$ cat config.mk
export PLATFORM = sky130hd
export DESIGN_NAME = enc_history_disp
export DESIGN_NICKNAME = d
export VERILOG_FILES = /design/src/rtl/enc_history_disp.sv
export SDC_FILE = /design/constraint.sdc
export NUM_CORES = 1
export LEC_CHECK = 0
export BUFFER_PORTS_ARGS = -buffer_cell sky130_fd_sc_hd__clkbuf_2
export CAP_MARGIN = 25
export CORE_MARGIN = 3
export CORE_UTILIZATION = 40
export CTS_BUF_LIST = sky130_fd_sc_hd__clkbuf_4
export DETAILED_ROUTE_END_ITERATION = 8
export GPL_TIMING_DRIVEN = 1
export PLACE_DENSITY = 0.61
export SLEW_MARGIN = 20
export SYNTH_ARGS = -nofsm -noshare
export SYNTH_HDL_FRONTEND = slang
export SYNTH_SLANG_ARGS = --single-unit
$ cat constraint.sdc
create_clock -name clk -period 3.3 [get_ports clk]
set_input_delay 0.99 -clock clk [delete_from_list [all_inputs] [get_ports clk]]
set_output_delay 0.99 -clock clk [all_outputs]
set_load 0.005 [all_outputs]
$ cat src/rtl/enc_history_disp.sv
// Four-deep history of priority-encoder codes, scanned onto a 4-digit seven-segment display.
// Optional macro HIST_HOLD_EN adds a 'hold' input that freezes pushes while scanning continues.
module enc_history_disp #(
    parameter int SCAN_DIV = 50000
) (
    input  logic       clk,
    input  logic       rst,
    input  logic [3:0] code_in,
    input  logic       clr,
`ifdef HIST_HOLD_EN
    input  logic       hold,
`endif
    output logic [6:0] seg,
    output logic [3:0] an,
    output logic [7:0] count
);

    localparam logic [19:0] PRESC_MAX = 20'(SCAN_DIV - 1);

    logic [3:0]  code_q;
    logic [2:0]  slot [4];
    logic [3:0]  slot_vld;
    logic [19:0] presc;
    logic [1:0]  sel;
    logic        hold_act;
    logic        push;
    logic [2:0]  cur_idx;
    logic        cur_vld;

`ifdef HIST_HOLD_EN
    assign hold_act = hold;
`else
    assign hold_act = 1'b0;
`endif

    // A push happens only on the first cycle a new valid code appears.
    assign push = code_in[0] && (code_in != code_q) && !hold_act;

    always_ff @(posedge clk) begin
        if (rst) begin
            code_q   <= 4'b0000;
            slot_vld <= 4'b0000;
            count    <= 8'd0;
            for (int i = 0; i < 4; i++) begin
                slot[i] <= 3'd0;
            end
        end else begin
            code_q <= code_in;
            if (clr) begin
                slot_vld <= 4'b0000;
                count    <= 8'd0;
            end else if (push) begin
                slot[3]  <= slot[2];
                slot[2]  <= slot[1];
                slot[1]  <= slot[0];
                slot[0]  <= code_in[3:1];
                slot_vld <= {slot_vld[2:0], 1'b1};
                if (count != 8'd255) begin
                    count <= count + 8'd1;
                end
            end
        end
    end

    // Digit scanning runs independently of history activity.
    always_ff @(posedge clk) begin
        if (rst) begin
            presc <= 20'd0;
            sel   <= 2'd0;
        end else if (presc == PRESC_MAX) begin
            presc <= 20'd0;
            sel   <= sel + 2'd1;
        end else begin
            presc <= presc + 20'd1;
        end
    end

    always_comb begin
        cur_idx = slot[sel];
        cur_vld = slot_vld[sel];
        an      = ~(4'b0001 << sel);
        seg     = 7'b1111111;
        if (cur_vld) begin
            case (cur_idx)
                3'd0:    seg = 7'b1000000;
                3'd1:    seg = 7'b1111001;
                3'd2:    seg = 7'b0100100;
                3'd3:    seg = 7'b0110000;
                3'd4:    seg = 7'b0011001;
                3'd5:    seg = 7'b0010010;
                3'd6:    seg = 7'b0000010;
                default: seg = 7'b1111000;
            endcase
        end
    end

endmodule
# Word level (Yosys, flattened, before mapping)
# Memories as Yosys holds them, arrays and structs flattened. A register that Yosys moved wholly into a read port is not among the register bits.
# Index checks and enable logic that the tools add are counted.
# totals
register_bits,38
ram_bits,12
in_bits,7
output_inout_bits,19
wordCells,46
memories,1
# classes
n_addsub,3
order_cmp,1
eq_ne,9
shifts,1
mux,16
bitwise_logic,5
n_reduce_logical,5
# mem_list
name,words,width,rd,rd_ports_with_merged_regs,wr,line,rtl
slot,4,3,4,1,4,21,logic [2:0] slot [4];
# op_table
cell,n
$pmux 7 s7,1
$add 20x1->20 const B,1
$eq 20x16->1 const B,1
$mux 3,4
$eq 3x3->1 const B,3
$add 8x1->8 const B,1
$ne 8x8->1 const B,1
$mux 1,7
$mux 7,1
$eq 3x2->1 const B,2
$mux 2,2
$ne 4x4->1,1
$not 4->4,1
$or 1x1->1,4
$reduce_or 2->1,2
$shl 1x2->4 const A,1
$eq 3x1->1 const B,1
$logic_not 3->1,1
$lt 2x3->1 const B,1
$add 2x1->2 const B,1
$bmux 1 s2,1
$reduce_and 2->1,1
$logic_and 1x1->1,1

# Longest topological paths before layout
# Gate-level depths: netlist of the first run.
# depth
depth_word,7
mapped_depth,6
mapped_depth_nobuf,5

# Worst setup path before layout of the first run
# Ideal clock, no wire load.
# synth_timing
kind,input to register
start,in code_in[1]
end,mem slot[0][0] (enable)
setup_time_ns,0.383
arrival_time_ns,2.159
t_required_ns,2.917
setup_slack_ns,0.758
cell_stages,4
n_path_buf,1
cell_sequence,xor2_1 -> o41ai_4 -> buf_4 -> o21bai_1
# synth_rtl
item,line,rtl
from (decl),8,"input logic [3:0] code_in,"
to (decl),21,

==> metrics.md, run 1 <==
| Metric | Value |
|---|---|
| Area Growth Syn to Fin | `10.9%` |
| Crit Path Class | `reg2out` |
| Worst slew pin tran | `789 ps` |
| Clk buf depth | `2` |
| Slowest library cell on the worst path | `mux4_2` |
| Routed vias/inst | `5.31` |
| Critical Path AT | `2000 ps` |
| Syn Inst Count | `254` |
| Via count | `1881` |
| Fin area | `0.00274 sq mm` |
| Grt total ovfl | `0` |
| Hold_buf cts | `0` |
| Worst Path Required | `2310 ps` |
| Chip width | `84.6 um` |
| Slowest Stage Delay on Critical Path | `600 ps` |
| RSZ-0062 raised after global routing | `no` |
| Startpoint Class | `register` |
| Initial antenna violation count | `0` |
| Synth Area per Inst | `9.73 sq um` |
| FMAX | `334 MHz` |
| Seq/Total Area, Yosys | `47.0%` |
| # clock sinks | `52` |
| Antenna diodes | `0` |
| Core Area | `0.00596 sq mm` |
| Max-cap viol count | `0` |
| Share of layout cells above drive strength 1 | `16.8%` |
| Period utilization | `90.7%` |
| Final Hold Viols | `0` |
| Synthesized Nets | `267` |
| Fin. max-slew vios | `0` |
| Syn. warnings | `0` |
| Placement Cell Area | `0.00266 sq mm` |
| Leak Pwr | `1.04 nW` |
| Slew HR | `47.2%` |
| CTS tree | `built` |
| First-pass GRT wire length | `8380 um` |
| WL/cell | `13.3 um` |
| DRT Pass-1 Iters | `4` |
| Starting density of the core | `41.5%` |
| VDD IR max | `0.213 mV` |
| Post-route DRC | `0` |
| Die height | `84.6 um` |
| Largest net degree at the start of global routing | `21` |
| Largest delay contributor family on the critical path | `multiplexers` |
| Fin nets | `291` |
| Setup_tns | `0 ps` |
| Syn Std Cell Area | `0.00247 sq mm` |
| Critical path capture point type | `output pin` |
| Post-CTS setup buffer count | `0` |
| Util after Layout | `46.0%` |
| Fill cell count | `579` |
| Die ar. | `0.00716 sq mm` |
| Detail Placement HPWL | `3280 um` |
| Port Buffers | `25` |
| Total wire length | `4710 um` |
| Cells resized by post-CTS repair | `0` |
| Buf+Inv Stages, Crit Path | `1` |
| Footprint of the multi-input gates | `0.00121 sq mm` |
| Fin worst setup slack | `307 ps` |
| Distinct cells, synth | `40` |
| Cell taking the most area after synthesis | `dfxtp_1` |
| Commonest non-fill, non-tap cells in the layout | `40 x dfxtp_1, 25 x clkbuf_2, 21 x nor2_1` |
| Final setup fails | `0` |
| Placement Rows | `28` |
| I/O Pins | `26` |
| Status | `complete, no violations` |
| Post-DRT Antenna Nets | `0` |
| Pre-CTS WS | `646 ps` |
| Crit path max fanout | `7` |
| Commonest non-fill, non-tap cell in the layout | `dfxtp_1` |
| Register area | `0.00116 sq mm` |
| H-tree levels | `2` |
| Clock root buffer | `clkbuf_4` |
| PwrDens | `411 mW/mm^2` |
| Gpl congestion | `0.768` |
| CTS buffer count | `5` |
| Synth top area share | `32.4%` |
| Final critical-path required period | `2990 ps` |
| Worst-path clk slew | `150 ps` |
| Vias in the first global route | `1810` |
| Yosys reg bits | `52` |
| Clk_skew | `21.9 ps` |
| Overall routing resource usage | `14.5%` |
| CP Cell Sequence | `mux4_2 > nor2b_1 > or3_1 > clkbuf_2` |
| DRT iter0 DRCs | `86` |
| Synth top area cells | `dfxtp_1 32%, edfxtp_1 15%, and3_1 4.1%` |
| Worst-Skew Late Latency | `380 ps` |
| Hold Crit Class | `reg2reg` |
[path summary, 6_finish.rpt]
kind,slack (ps),end,depth (start not counted),start
worst min-delay path,450,presc[0],1,presc[0]
worst min register to register,450,presc[0],1,presc[0]
worst max-delay path,310,seg[4],4,register
worst max register to register,1420,count[6],5,code_q[3]
[layer usage]
metal  track usage [%]  vias up  routed length, um
met5                 0        -                  0
met4              6.47        0                 69
met3              3.14        5                198
met2              24.3       31               2270
met1              17.9      884               2180
li1                  -      961                  -
[registers in the layout, indices dropped and copies added, names as in the netlist, named ones only]
register,cells
code_q,4
count,8
presc,20
sel,2
slot,12
slot_vld,4
[cell usage after synthesis]
cell / n
nand4_2: 2
nor3b_1: 1
nor4_1: 3
xor2_2: 2
nand2b_1: 1
o31ai_1: 3
nor2_1: 21
and2_1: 2
o21ai_0: 5
buf_2: 5
o41a_1: 1
or4_1: 4
inv_1: 12
or3_1: 10
o21bai_1: 3
edfxtp_1: 12
a211oi_1: 1
o41ai_4: 1
buf_4: 2
and3_1: 16
xnor2_1: 3
and4_1: 3
clkbuf_1: 4
nand2_1: 19
ha_1: 6
o21ai_1: 7
o41ai_1: 2
nor2b_1: 7
mux4_2: 4
o311ai_1: 1
dfxtp_1: 40
xor2_1: 11
nand3_1: 10
nand4_1: 7
or2_2: 1
a21oi_1: 18
nor4b_2: 1
nand3b_1: 1
mux2i_1: 1
a31oi_1: 1
[worst reg2reg max path, stage by stage, from the launching register on]
cell	delay (ps)
dfxtp_1	360
xor2_2	190
o41ai_4	760
buf_4	240
nor4_1	50
a211oi_1	220
[area by class of cell]
class / instances / area share, %
inverter: 12 / 1.64
clock inverter: 2 / 1.41
clock buffer: 6 / 1.64
timing repair buffer: 28 / 5.39
multi-input combinational: 179 / 44.1
tap: 75 / 3.42
sequential: 52 / 42.4
[logic make-up after synthesis]
family | synth area share (%)
adders and majority gates | 3.04
and+or+nand+nor | 24.5
AOI/OAI and AO/OA | 11.1
muxes | 4.05
DFF | 47.0
buffers and inverters | 4.05
xor gates and xnor gates | 6.28
[report_power, final]
group	switching, mW	total, mW	internal (mW)
clock	0.205	0.376	0.171
combinational	0.0449	0.0740	0.0291
sequential	0.00940	0.677	0.668
[through the flow]
| step | hold WS (ps) | std cells | total power [mW] |
|---|---|---|---|
| after global placement | 428 | 346 | 0.765 |
| after floorplan | 413 | 254 | 0.741 |
| after detailed placement | 434 | 346 | 0.767 |
| after CTS | 455 | 354 | 1.15 |
| after global routing | 483 | 354 | 1.18 |
| final | 452 | 354 | 1.13 |
Power figures use the tool's default switching activity.
==> inputs of run 2 (changes only) <==
Settings changed: CORE_UTILIZATION 40 to 62, CTS_BUF_LIST sky130_fd_sc_hd__clkbuf_4 to default, PLACE_DENSITY 0.61 to 0.86, SKIP_CTS_REPAIR_TIMING from default to 1.
==> run 2 against run 1 <==
  * Critical path depth is the same
  * Combinational power rose by 2%
  * Via count increased by 1.0%
  * Sequential power hardly changed
  * First-iteration DRC count increased by 17%
  * Sequential share of layout area fell by 0.23 points
  * Clock skew fell by 15 ps
  * Clock power up 36%
  * Global-route usage increased by 5.5 points
  * Routed wire length decreased by 2.4%
  * Final area is 0.55% higher
  * Cell count is 7.6% lower
  * Largest cell class unchanged
  * Largest power group unchanged
  * Highest routed layer unchanged
==> metrics.md, run 2 (synthesis gave the netlist of run 1 again) <==
| Metric | Value |
|---|---|
| H-tree levels | `2 (unchanged)` |
| Overall routing resource usage | `20.1% (+5.5 points)` |
| RSZ-0062 raised after global routing | `no` |
| Critical Path AT | `1920 ps (-80 ps)` |
| Port Buffers | `25 (unchanged)` |
| Antenna diodes | `0 (unchanged)` |
| Largest delay contributor family on the critical path | `multiplexers` |
| Fill cell count | `289 (-50%)` |
| Worst slew pin tran | `730 ps (-58.2 ps)` |
| Vias in the first global route | `1748 (-3.4%)` |
| Clk_skew | `7.26 ps (-14.7 ps)` |
| Commonest non-fill, non-tap cells in the layout | `40 x dfxtp_1, 25 x clkbuf_2, 21 x nor2_1` |
| Slew HR | `51.1% (+3.9 points)` |
| Startpoint Class | `register` |
| Setup_tns | `0 ps (unchanged)` |
| Share of layout cells above drive strength 1 | `16.5% (-0.36 points)` |
| Total power | `1.26 mW (+12%)` |
| Uppermost layer routed | `met4` |
| Initial antenna violation count | `0 (unchanged)` |
| Final setup fails | `0 (unchanged)` |
| Grt total ovfl | `0 (unchanged)` |
| Area Growth Syn to Fin | `11.5%` |
| Crit path max fanout | `7 (unchanged)` |
| Chip width | `69.1 um (-18%)` |
| DRT Pass-1 Iters | `4 (unchanged)` |
| Period utilization | `88.2% (-2.5 points)` |
| Gpl congestion | `0.813 (+5.8%)` |
| Clk buf depth | `2 (unchanged)` |
| Commonest non-fill, non-tap cell in the layout | `dfxtp_1` |
| Final critical-path required period | `2910 ps (-82.3 ps)` |
| Post-DRT Antenna Nets | `0 (unchanged)` |
| Slowest Stage Delay on Critical Path | `590 ps (about the same)` |
| # clock sinks | `52 (unchanged)` |
| Slowest library cell on the worst path | `mux4_2` |
| Clock root buffer | `clkbuf_8` |
| Buf+Inv Stages, Crit Path | `1 (unchanged)` |
| CP Cell Sequence | `mux4_2 > nor2b_1 > or3_1 > clkbuf_2` |
| DRT iter0 DRCs | `101 (+17%)` |
| Met3 WL | `164 um (-17%)` |
| Final Hold Viols | `0 (unchanged)` |
| Die ar. | `0.00478 sq mm (-33%)` |
| VDD IR max | `0.261 mV (+23%)` |
| Largest regs | `presc x20, slot x12, count x8` |
| Routed vias/inst | `5.81 (+9.4%)` |
| Core Area | `0.00374 sq mm (-37%)` |
| Worst-path clk slew | `90 ps (-60 ps)` |
| DR WL met2 | `2320 um (+2.6%)` |
| WHS Path Cells | `1 (unchanged)` |
| Largest reg by FF count | `presc` |
| Detail Placement HPWL | `3230 um (-1.3%)` |
| Worst Path Required | `2310 ps (about the same)` |
| CTS tree | `built` |
| Post-route DRC | `0 (unchanged)` |
| Placement Rows | `22 (-21%)` |
| Hold Crit Class | `reg2reg` |
| Starting density of the core | `66.0% (+25 points)` |
| Fin nets | `291 (unchanged)` |
| Fin. max-slew vios | `0 (unchanged)` |
| PwrDens | `458 mW/mm^2 (+11%)` |
| First-pass GRT wire length | `7920 um (-5.5%)` |
| Crit path depth | `4 (unchanged)` |
| Status | `complete, no violations` |
| Worst-Skew Late Latency | `310 ps (-70 ps)` |
| Critical path capture point type | `output pin` |
| CTS buffer count | `5 (unchanged)` |
| Leak Pwr | `1.06 nW (+1.8%)` |
| Crit Path Class | `reg2out` |
| Max reg flops | `20 (unchanged)` |
| Largest net degree at the start of global routing | `21 (unchanged)` |
| Die height | `69.1 um (-18%)` |
| Max-cap viol count | `0 (unchanged)` |
| Via count | `1900 (+1.0%)` |
| WL/cell | `14.1 um (+5.7%)` |
| Metal-1 WL | `2040 um (-6.2%)` |
| I/O Pins | `26 (unchanged)` |
| R2R cell count | `5 (unchanged)` |
| Total wire length | `4600 um (-2.4%)` |
| FMAX | `344 MHz (+2.8%)` |
run 2: cell types whose count changed in the layout (fill, tap and decap cells not counted):
cell / before / now
bufinv_16: 1 / 2
clkbuf_8: 0 / 5
inv_6: 1 / 0
clkbuf_1: 0 / 1
clkbuf_4: 6 / 0
run 2: metrics by stage:
stage	setup WS, ps	utilization, %	cells	cell area [sq um]	hold WS, ps
finish	389	73.6	327	2760	447
global route	293	73.6	327	2760	482
CTS	368	73.6	327	2760	452
detailed placement	717	70.1	319	2620	440
global placement	777	70.1	319	2620	427
floorplan	758	-	254	2470	413
run 2: layout make-up:
class / instances / area, sq um / share of cell area (%)
clock buffers: 6 / 72.6 / 2.63
well taps: 48 / 60.1 / 2.18
clock inverters: 2 / 60.1 / 2.18
inverters: 12 / 45.0 / 1.63
flip-flops and latches: 52 / 1160 / 42.1
multi-input cells: 179 / 1210 / 43.9
repair buffers: 28 / 148 / 5.36
run 2: final timing paths:
kind | to | slack (ps) | startpoint
max | seg[4] | 390 | register
min | presc[0] | 450 | presc[0]
max reg2reg | sel[1] | 1470 | presc[0]
min reg2reg | presc[0] | 450 | presc[0]
run 2: worst reg2reg max path, delay by kind of cell, from the launching register on:
kind | cells | cell delay [ps]
AO/OA/AOI/OAI | 1 | 210
AND/OR/NAND/NOR | 3 | 920
flip-flops | 1 | 350
adder cells (fa/ha/maj) | 1 | 270
run 2: where the power goes:
part / total [mW] / internal (mW) / switching (mW)
combinational: 0.0753 / 0.0293 / 0.0460
sequential: 0.676 / 0.667 / 0.00937
clock: 0.511 / 0.303 / 0.208
total: 1.26 / 0.999 / 0.263
run 2: layer usage:
layer	global-route usage [%]	up-vias
li1	-	956
met1	24.9	899
met2	34.7	38
met3	3.79	7
met4	7.16	0
met5	0	-
